### config.mk
export PLATFORM = sky130hd
export DESIGN_NAME = bcd_timer_encoder
export DESIGN_NICKNAME = d
export VERILOG_FILES = /design/src/rtl/bcd_timer_encoder_pkg.sv /design/src/rtl/bcd_timer_encoder_digit.sv /design/src/rtl/bcd_timer_encoder.sv
export SDC_FILE = /design/constraint.sdc
export NUM_CORES = 1
export LEC_CHECK = 0
export ABC_AREA = 1
export BUFFER_PORTS_ARGS = -buffer_cell sky130_fd_sc_hd__buf_4
export CAP_MARGIN = 10
export CORE_MARGIN = 4
export CORE_UTILIZATION = 60
export CTS_BUF_LIST = sky130_fd_sc_hd__clkbuf_4
export CTS_CLUSTER_SIZE = 12
export DETAILED_ROUTE_END_ITERATION = 7
export PLACE_DENSITY = 0.81
export SETUP_SLACK_MARGIN = 0.1
export SKIP_LAST_GASP = 1
export SLEW_MARGIN = 30
export SYNTH_ARGS = -nofsm -noshare
export SYNTH_HDL_FRONTEND = slang
export SYNTH_SLANG_ARGS = --single-unit
### constraint.sdc
create_clock -name clk -period 2.1 [get_ports clk]
set_input_delay 0.63 -clock clk [delete_from_list [all_inputs] [get_ports clk]]
set_output_delay 0.63 -clock clk [all_outputs]
set_load 0.02 [all_outputs]
### src/rtl/bcd_timer_encoder_pkg.sv
// Shared types and helpers for the VFSD reaction-timer datapath.
//   timer_state_t : start/stop FSM encoding (IDLE, RUN, HOLD, OVF)
//   bcd_digit_t   : one BCD digit, legal range 0..BCD_MAX
//   calc_div      : clock cycles per count tick (freq / tick rate)
package vfsd_pkg;

    typedef enum logic [1:0] {
        IDLE,
        RUN,
        HOLD,
        OVF
    } timer_state_t;

    typedef logic [3:0] bcd_digit_t;

    localparam bcd_digit_t BCD_MAX = 4'd9;

    // A zero tick rate returns 0 so the caller's DIV >= 2 check rejects it.
    function automatic int unsigned calc_div(input int unsigned freq, input int unsigned tick);
        return (tick == 0) ? 0 : freq / tick;
    endfunction

endpackage

### src/rtl/bcd_timer_encoder_digit.sv
// One registered BCD digit of the elapsed-time counter.
//   clk       : system clock, rising edge
//   reset     : asynchronous active-low reset, digit -> 0
//   clr       : synchronous clear (wins over inc)
//   inc       : advance digit by one, 9 wraps to 0
//   digit     : current digit value (0..9)
//   carry_out : combinational, inc while digit is 9 (feeds next digit's inc)
module bcd_digit_counter
    import vfsd_pkg::*;
(
    input  logic       clk,
    input  logic       reset,
    input  logic       clr,
    input  logic       inc,
    output bcd_digit_t digit,
    output logic       carry_out
);

    bcd_digit_t digit_q;
    bcd_digit_t digit_d;

    always_comb begin
        digit_d = digit_q;
        if (clr) begin
            digit_d = '0;
        end else if (inc) begin
            digit_d = (digit_q == BCD_MAX) ? '0 : digit_q + 4'd1;
        end
    end

    always_ff @(posedge clk or negedge reset) begin
        if (!reset) begin
            digit_q <= '0;
        end else begin
            digit_q <= digit_d;
        end
    end

    assign digit     = digit_q;
    assign carry_out = inc & (digit_q == BCD_MAX);

endmodule

### src/rtl/bcd_timer_encoder.sv
// 4-digit BCD elapsed-time counter with start/stop FSM. Counts prescaled
// ticks while running, saturates at 9999 and reports overflow.
//   clk      : system clock, rising edge
//   reset    : asynchronous active-low reset
//   start    : one-cycle pulse, clear digits and begin timing
//   stop     : one-cycle pulse, freeze count
//   cont_3..0: BCD digits, thousands..units
//   arm      : 1 while display should follow digits (RUN/HOLD/OVF)
//   running  : 1 in RUN
//   overflow : 1 in OVF
module bcd_timer_encoder
    import vfsd_pkg::*;
#(
    parameter int unsigned CLK_FREQ_HZ = 50_000_000,
    parameter int unsigned TICK_HZ     = 1_000
) (
    input  logic       clk,
    input  logic       reset,
    input  logic       start,
    input  logic       stop,
    output logic [3:0] cont_3,
    output logic [3:0] cont_2,
    output logic [3:0] cont_1,
    output logic [3:0] cont_0,
    output logic       arm,
    output logic       running,
    output logic       overflow
);

    localparam int unsigned DIV = calc_div(CLK_FREQ_HZ, TICK_HZ);
    localparam int unsigned PW  = (DIV < 2) ? 1 : $clog2(DIV);
    localparam logic [PW-1:0] PRE_LAST = PW'(DIV - 1);

    if (DIV < 2) begin : g_div_check
        $error("bcd_timer_encoder: CLK_FREQ_HZ/TICK_HZ must be at least 2");
    end

    timer_state_t  state_q;
    logic          arm_q;
    logic          running_q;
    logic          overflow_q;
    logic [PW-1:0] pre_q;
    logic [PW-1:0] pre_d;

    bcd_digit_t    digit [4];
    logic [3:0]    carry;
    logic [3:0]    inc;
    logic          tick;
    logic          saturated;
    logic          clr;
    logic          ovf_evt;

    assign tick      = (state_q == RUN) && (pre_q == PRE_LAST);
    assign saturated = (digit[0] == BCD_MAX) && (digit[1] == BCD_MAX) &&
                       (digit[2] == BCD_MAX) && (digit[3] == BCD_MAX);
    assign clr       = start && (state_q != RUN);

    // Gating the chain input at 9999 is what holds the digits saturated.
    // The terminal carry is folded into the overflow condition so that any
    // carry escaping the top digit still forces OVF rather than a silent wrap.
    assign inc[0]  = tick && !saturated;
    assign inc[1]  = carry[0];
    assign inc[2]  = carry[1];
    assign inc[3]  = carry[2];
    assign ovf_evt = (tick && saturated) || carry[3];

    for (genvar g = 0; g < 4; g++) begin : g_digit
        bcd_digit_counter u_digit (
            .clk       (clk),
            .reset     (reset),
            .clr       (clr),
            .inc       (inc[g]),
            .digit     (digit[g]),
            .carry_out (carry[g])
        );
    end

    always_comb begin
        pre_d = pre_q;
        if (state_q == RUN) begin
            pre_d = tick ? '0 : pre_q + PW'(1);
        end else if (clr) begin
            pre_d = '0;
        end
    end

    always_ff @(posedge clk or negedge reset) begin
        if (!reset) begin
            pre_q <= '0;
        end else begin
            pre_q <= pre_d;
        end
    end

    // Stop is checked before overflow so a stop landing on the 9999 tick
    // ends in HOLD with the saturated value.
    always_ff @(posedge clk or negedge reset) begin
        if (!reset) begin
            state_q    <= IDLE;
            arm_q      <= 1'b0;
            running_q  <= 1'b0;
            overflow_q <= 1'b0;
        end else begin
            case (state_q)
                IDLE, HOLD, OVF: begin
                    if (start) begin
                        state_q    <= RUN;
                        arm_q      <= 1'b1;
                        running_q  <= 1'b1;
                        overflow_q <= 1'b0;
                    end
                end
                RUN: begin
                    if (stop) begin
                        state_q   <= HOLD;
                        running_q <= 1'b0;
                    end else if (ovf_evt) begin
                        state_q    <= OVF;
                        running_q  <= 1'b0;
                        overflow_q <= 1'b1;
                    end
                end
                default: begin
                    state_q    <= IDLE;
                    arm_q      <= 1'b0;
                    running_q  <= 1'b0;
                    overflow_q <= 1'b0;
                end
            endcase
        end
    end

    assign cont_3   = digit[3];
    assign cont_2   = digit[2];
    assign cont_1   = digit[1];
    assign cont_0   = digit[0];
    assign arm      = arm_q;
    assign running  = running_q;
    assign overflow = overflow_q;

endmodule
After elaboration in Yosys (flattened, before gate mapping)
Index checks and enable logic that the tools add are counted.

operators by class
  order comparisons = 0
  equality and inequality tests = 13
  reduce and logical (&&, ||, !) cells = 19
  shift operators = 0
  mux-type cells = 27
  $add $sub $neg = 5
  divide/modulo/power cells = 0
  multiply operators = 0
  bitwise operators = 4

operators by type and width
  operator               number
  $mux 16                3
  $mux 4                 12
  $add 16x1->16 const B  1
  $add 4x1->4 const B    4
  $eq 16x16->1 const B   1
  $eq 4x4->1 const B     4
  $reduce_bool 2->1      5
  $logic_and 1x1->1      7
  $mux 1                 6
  $mux 2                 3
  $ne 2x2->1 const B     3
  $and 1x1->1            4
  $eq 2x2->1 const B     2
  $pmux 1 s2             2
  $pmux 2 s2             1
  $reduce_and 2->1       2
  $ne 3x3->1 const B     1
  $reduce_and 3->1       1
  $reduce_or 3->1        1
  $eq 2x1->1 const B     1
  $logic_not 2->1        1
  $ne 2x1->1 const B     1
  $logic_not 1->1        1
  $logic_or 1x1->1       1

word-level totals
  logic and storage cells = 77
  bits in writable memories = 0
  flip-flop bits (word level) = 37
  output and inout bits = 19
  bits in latches = 0
  memories = 0
  input port bits = 4
  bits in read-only memories = 0

Longest topological paths before layout
  word-level depth = 14
  mapped depth = 12
  depth with buffers taken out = 12

By module
From an unflattened synthesis, not the netlist that was laid out.

second synthesis, totals
  cells, all modules = 346
  area total of the unflattened synthesis = 2,393.5 µm²

by module, submodules not included
  module             cells each  area each (µm²)  times used  seq. area each (µm²)
  bcd_timer_encoder  186         1,332.5          1           525.5
  bcd_digit_counter  40          265.3            4           100.1

Worst setup path after synthesis
Ideal clock, no wire load.

  path kind = reg-to-reg
  start = register g_digit[2].u_digit.digit_q[1]
  end = register g_digit[1].u_digit.digit_q[0]
  clock period less this slack = 1.623 ns
  path buffers = 0
  library setup time = 0.119 ns
  required time = 1.981 ns
  arrival = 1.504 ns
  slack = 0.477 ns
  stages on the path, launching flop included = 13
  path through = dfrtp_1 > inv_1 > ha_1 > nand2_1 > nor2_1 > nand2_1 > nor2_4 > nor2_4 > nand2_2 > nand2_4 > nand2_4 > nand2_1 > o21ai_2

on the way
  cells in the longest elaborated chain, start to end = 7

RTL lines
  item                                RTL line                       text
  start, declared                     bcd_timer_encoder_digit.sv:19  bcd_digit_t digit_q;
  start signal, assigned              bcd_timer_encoder_digit.sv:35  digit_q <= digit_d;
  $eq 4x4->1                          bcd_timer_encoder.sv:55        (digit[2] == BCD_MAX) && (digit[3] == BCD_MAX);
  $logic_and 1x1->1                   bcd_timer_encoder.sv:54        assign saturated = (digit[0] == BCD_MAX) && (digit[1] == BCD_MAX) &&
  $logic_and 1x1->1                   bcd_timer_encoder.sv:55
  $logic_not 1->1                     bcd_timer_encoder.sv:61        assign inc[0] = tick && !saturated;
  $logic_and 1x1->1                   bcd_timer_encoder.sv:61
  $and 1x1->1                         bcd_timer_encoder_digit.sv:40  assign carry_out = inc & (digit_q == BCD_MAX);
  $reduce_bool 2->1 (no source line)  --
  end signal, assigned                bcd_timer_encoder_digit.sv:35
  end, declared                       bcd_timer_encoder_digit.sv:19

No other way between the ends.
A chain may end at the register's enable or synchronous reset.

Worst setup path in the final report
  start = register g_digit[3].u_digit.digit_q[1]
  end = register g_digit[1].u_digit.digit_q[0]

on the way
  cells in the longest elaborated chain, start to end = 6

RTL lines
  item                                RTL line
  start, declared                     bcd_timer_encoder_digit.sv:19
  start signal, assigned              bcd_timer_encoder_digit.sv:35
  $eq 4x4->1                          bcd_timer_encoder.sv:55
  $logic_and 1x1->1                   bcd_timer_encoder.sv:55
  $logic_not 1->1                     bcd_timer_encoder.sv:61
  $logic_and 1x1->1                   bcd_timer_encoder.sv:61
  $and 1x1->1                         bcd_timer_encoder_digit.sv:40
  $reduce_bool 2->1 (no source line)  --

No other way between the ends.

==> flow_metrics.env <==
export IMPL_status="completed"
export IMPL_core_area_um2=3630
export IMPL_rr_startpoint="g_digit[3].u_digit.digit[1]$_DFFE_PN0P_"
export IMPL_num_rows=22
export IMPL_worstSetupEndpointType="flip-flop"
export IMPL_synthDominantCellAreaShare=0.410
export IMPL_p_leak_uw=0.00120
export IMPL_syn2layout_area_growth_pct=12.8
export IMPL_path_clk_slew_ns=0.11
export IMPL_grt_busiest_layer="met2"
export IMPL_final_max_slew_viol_count=0
export IMPL_max_cap_violations=0
export IMPL_ff_latch_area_um2=926
export IMPL_hold_viol_final=0
export IMPL_crit_path_start="g_digit[3].u_digit.digit[1]$_DFFE_PN0P_"
export IMPL_grt_overflow=0
export IMPL_yosysUniqueCellTypes=29
export IMPL_criticalPathCategory="flip-flop to flip-flop"
export IMPL_grt_pass1_vias=1834
export IMPL_arrival_ns=1.95
export IMPL_synth_nets=294
export IMPL_hold_path_class="input port to asynchronous set/reset pin"
export IMPL_postCtsResizedCells=0
export IMPL_cp_common_cell="nand2_1"
export IMPL_cts_sinks=37
export IMPL_cts_max_level=2
export IMPL_gp_congestion=0.840
export IMPL_synthesis_area_per_instance_um2=8.03
export IMPL_syn_instance_count=281
export IMPL_grt_usage=0.203
export IMPL_setup_violations=0
export IMPL_ir_worst_vdd_uv=532
export IMPL_drtAntennaViolNets=0
export IMPL_cts_buffer_depth=2
export IMPL_mostFrequentLayoutCells="79 x nand2_1, 37 x dfrtp_1, 24 x nor2_1, 23 x buf_4, 20 x inv_1"
export IMPL_grtUsageMet2=0.333
export IMPL_crit_fanout=6
export IMPL_num_antenna_cells=0
export IMPL_grt_pass1_wl_um=8180
export IMPL_worst_slew_pin_slew_ns=0.468
export IMPL_boundaryPins=23
export IMPL_max_stage_delay_ns=0.43
export IMPL_port_buffers=22
export IMPL_dieHeight_um=69.3
export IMPL_start_util=0.621
export IMPL_relSlewSlack=0.688
export IMPL_syn_area_um2=2260
export IMPL_post_dp_cell_area_um2=2480
export IMPL_final_area_um2=2540
export IMPL_drive_above_1_share=0.244
export IMPL_root_buffer="clkbuf_4"
export IMPL_setup_tns_ns=0
export IMPL_use_met1=0.272
export IMPL_multi_input_area_um2=1200
export IMPL_fp_dieW_um=69.3
export IMPL_power_density_nw_per_um2=925
export IMPL_required_ns=2.37
export IMPL_ys_ff_latch=37
export IMPL_max_freq_ghz=0.599
export IMPL_routedWlPerCell_um=12.4
export IMPL_drc=0
export IMPL_rsz0062_at_grt="false"
export IMPL_drtPass1Iterations=4
export IMPL_cts_tree="built"
export IMPL_antenna_found_initial=0
export IMPL_vias=1898
export IMPL_cts_hold_fix_buffers=0
export IMPL_finalPower_uw=2350
export IMPL_drt_iter0_markers=93
export IMPL_synth_seq_area_share=0.410
export IMPL_synth_top_cell_by_area="dfrtp_1"
export IMPL_cts_setup_buffers=0
export IMPL_cp_cell_sequence="inv_1 -> ha_1 -> nand2_1 -> nor2_1 -> nand2_1 -> nor2_4 -> nor2_4 -> nand2_2 -> nand2_4 -> nand2_4 -> nand2_1 -> o21ai_2"
export IMPL_n_fill_cell=305
export IMPL_drt_total_wl_um=4450
export IMPL_grt_max_degree=38
export IMPL_dieArea_um2=4800
export IMPL_dp_hpwl_um=3350
export IMPL_yosys_top_cells_area="dfrtp_1 41%, nand2_1 13%, nor2_4 5.5%"
export IMPL_ys_warn_count=0
export IMPL_crit_path_start_kind="flip-flop"
export IMPL_slowest_stage="dfrtp_1"
export IMPL_clk_latency_ns=0.34
export IMPL_period_share=0.795
export IMPL_cts_made_buffers=5
export IMPL_final_common_cell="nand2_1"
export IMPL_period_needed_ns=1.67
export IMPL_nets=323
export IMPL_grtUsageMet3=0.0478
export IMPL_viasPerCell=5.29
export IMPL_final_setup_skew_ns=0.00333
==> through the flow <==
stage	utilization	instances	setup slack [ns]	hold WS [ns]
after global routing	0.700	359	0.238	0.251
after CTS	0.700	359	0.426	0.244
after detailed placement	0.684	351	0.399	0.466
final	0.700	359	0.430	0.237
after floorplan	-	281	0.477	0.334
after global placement	0.684	351	0.413	0.471
==> synthesized netlist by cell type <==
library cell  count
a32o_1            1
o21ai_1           4
o22ai_1           6
a211oi_1          1
xnor2_1           2
nand2_4           3
nor2_4           11
nor2_2            4
nor3b_1           3
nand2_1          79
nand4_1           1
a21oi_1           5
nor2_1           24
nor2_8            1
nor4_1            1
o21ai_2           3
nand2_2           6
nand3_4           1
ha_1              9
dfrtp_1          37
xor2_1            8
nor3_1            8
nand3_2           1
buf_2             1
or2_2             3
inv_1            20
inv_2            12
nand3_1          17
o21ai_0           9
==> routing by layer <==
| metal | share of wire | wire length (um) |
|---|---|---|
| met5 | 0 | 0 |
| met4 | 0.0054 | 24 |
| met3 | 0.045 | 201 |
| met2 | 0.48 | 2160 |
| met1 | 0.46 | 2070 |
==> critical path: cells and delay by family (launching register included) <==
family / cells / cell delay, ns
compound gates: 1 / 0.06
fa+ha+maj: 1 / 0.13
buf+inv: 1 / 0.07
flops: 1 / 0.43
simple gates: 9 / 0.93
==> flip-flops by register name, summed over array words and instances (netlist names) <==
name / flops
running: 1
state_q: 2
arm: 1
pre_q: 16
g_digit.u_digit.digit: 16
overflow: 1
==> area by class of cell <==
class	count	area share
Inverter	32	0.0472
Sequential cell	37	0.364
Clock buffer	8	0.0236
Tap cell	48	0.0236
Timing Repair Buffer	23	0.0679
Multi-Input combinational cell	211	0.474
==> final timing paths <==
path | to | slack [ns] | depth (start not counted)
min reg2reg | arm$_DFFE_PN0P_ | 0.49 | 1
min in group clk | arm$_DFFE_PN0P_ | 0.49 | 1
min | g_digit[1].u_digit.digit[1]$_DFFE_PN0P_ | 0.24 | 1
max in group asynchronous | pre_q[9]$_DFFE_PN0P_ | 1.54 | 1
max | g_digit[1].u_digit.digit[0]$_DFFE_PN0P_ | 0.43 | 12
max reg2reg | g_digit[1].u_digit.digit[0]$_DFFE_PN0P_ | 0.43 | 12
==> cells by family (layout without fill, tap and decap cells) <==
kind of cell             count (synthesis)  count (layout)  synth area share
AND/OR/NAND/NOR                        163             163             0.369
adder cells (fa/ha/maj)                  9               9            0.0499
buffers and inverters                   33              63            0.0555
AO/OA/AOI/OAI                           29              29            0.0760
XOR/XNOR                                10              10            0.0388
flip-flops                              37              37             0.410
==> report_power, final <==
| part | switching (uW) | total [uW] | internal [uW] | leakage [uW] |
|---|---|---|---|---|
| logic | 609 | 961 | 351 | 0.000669 |
| registers | 155 | 993 | 837 | 0.000496 |
| clock network | 228 | 400 | 172 | 0.0000368 |
Power figures use the tool's default switching activity.
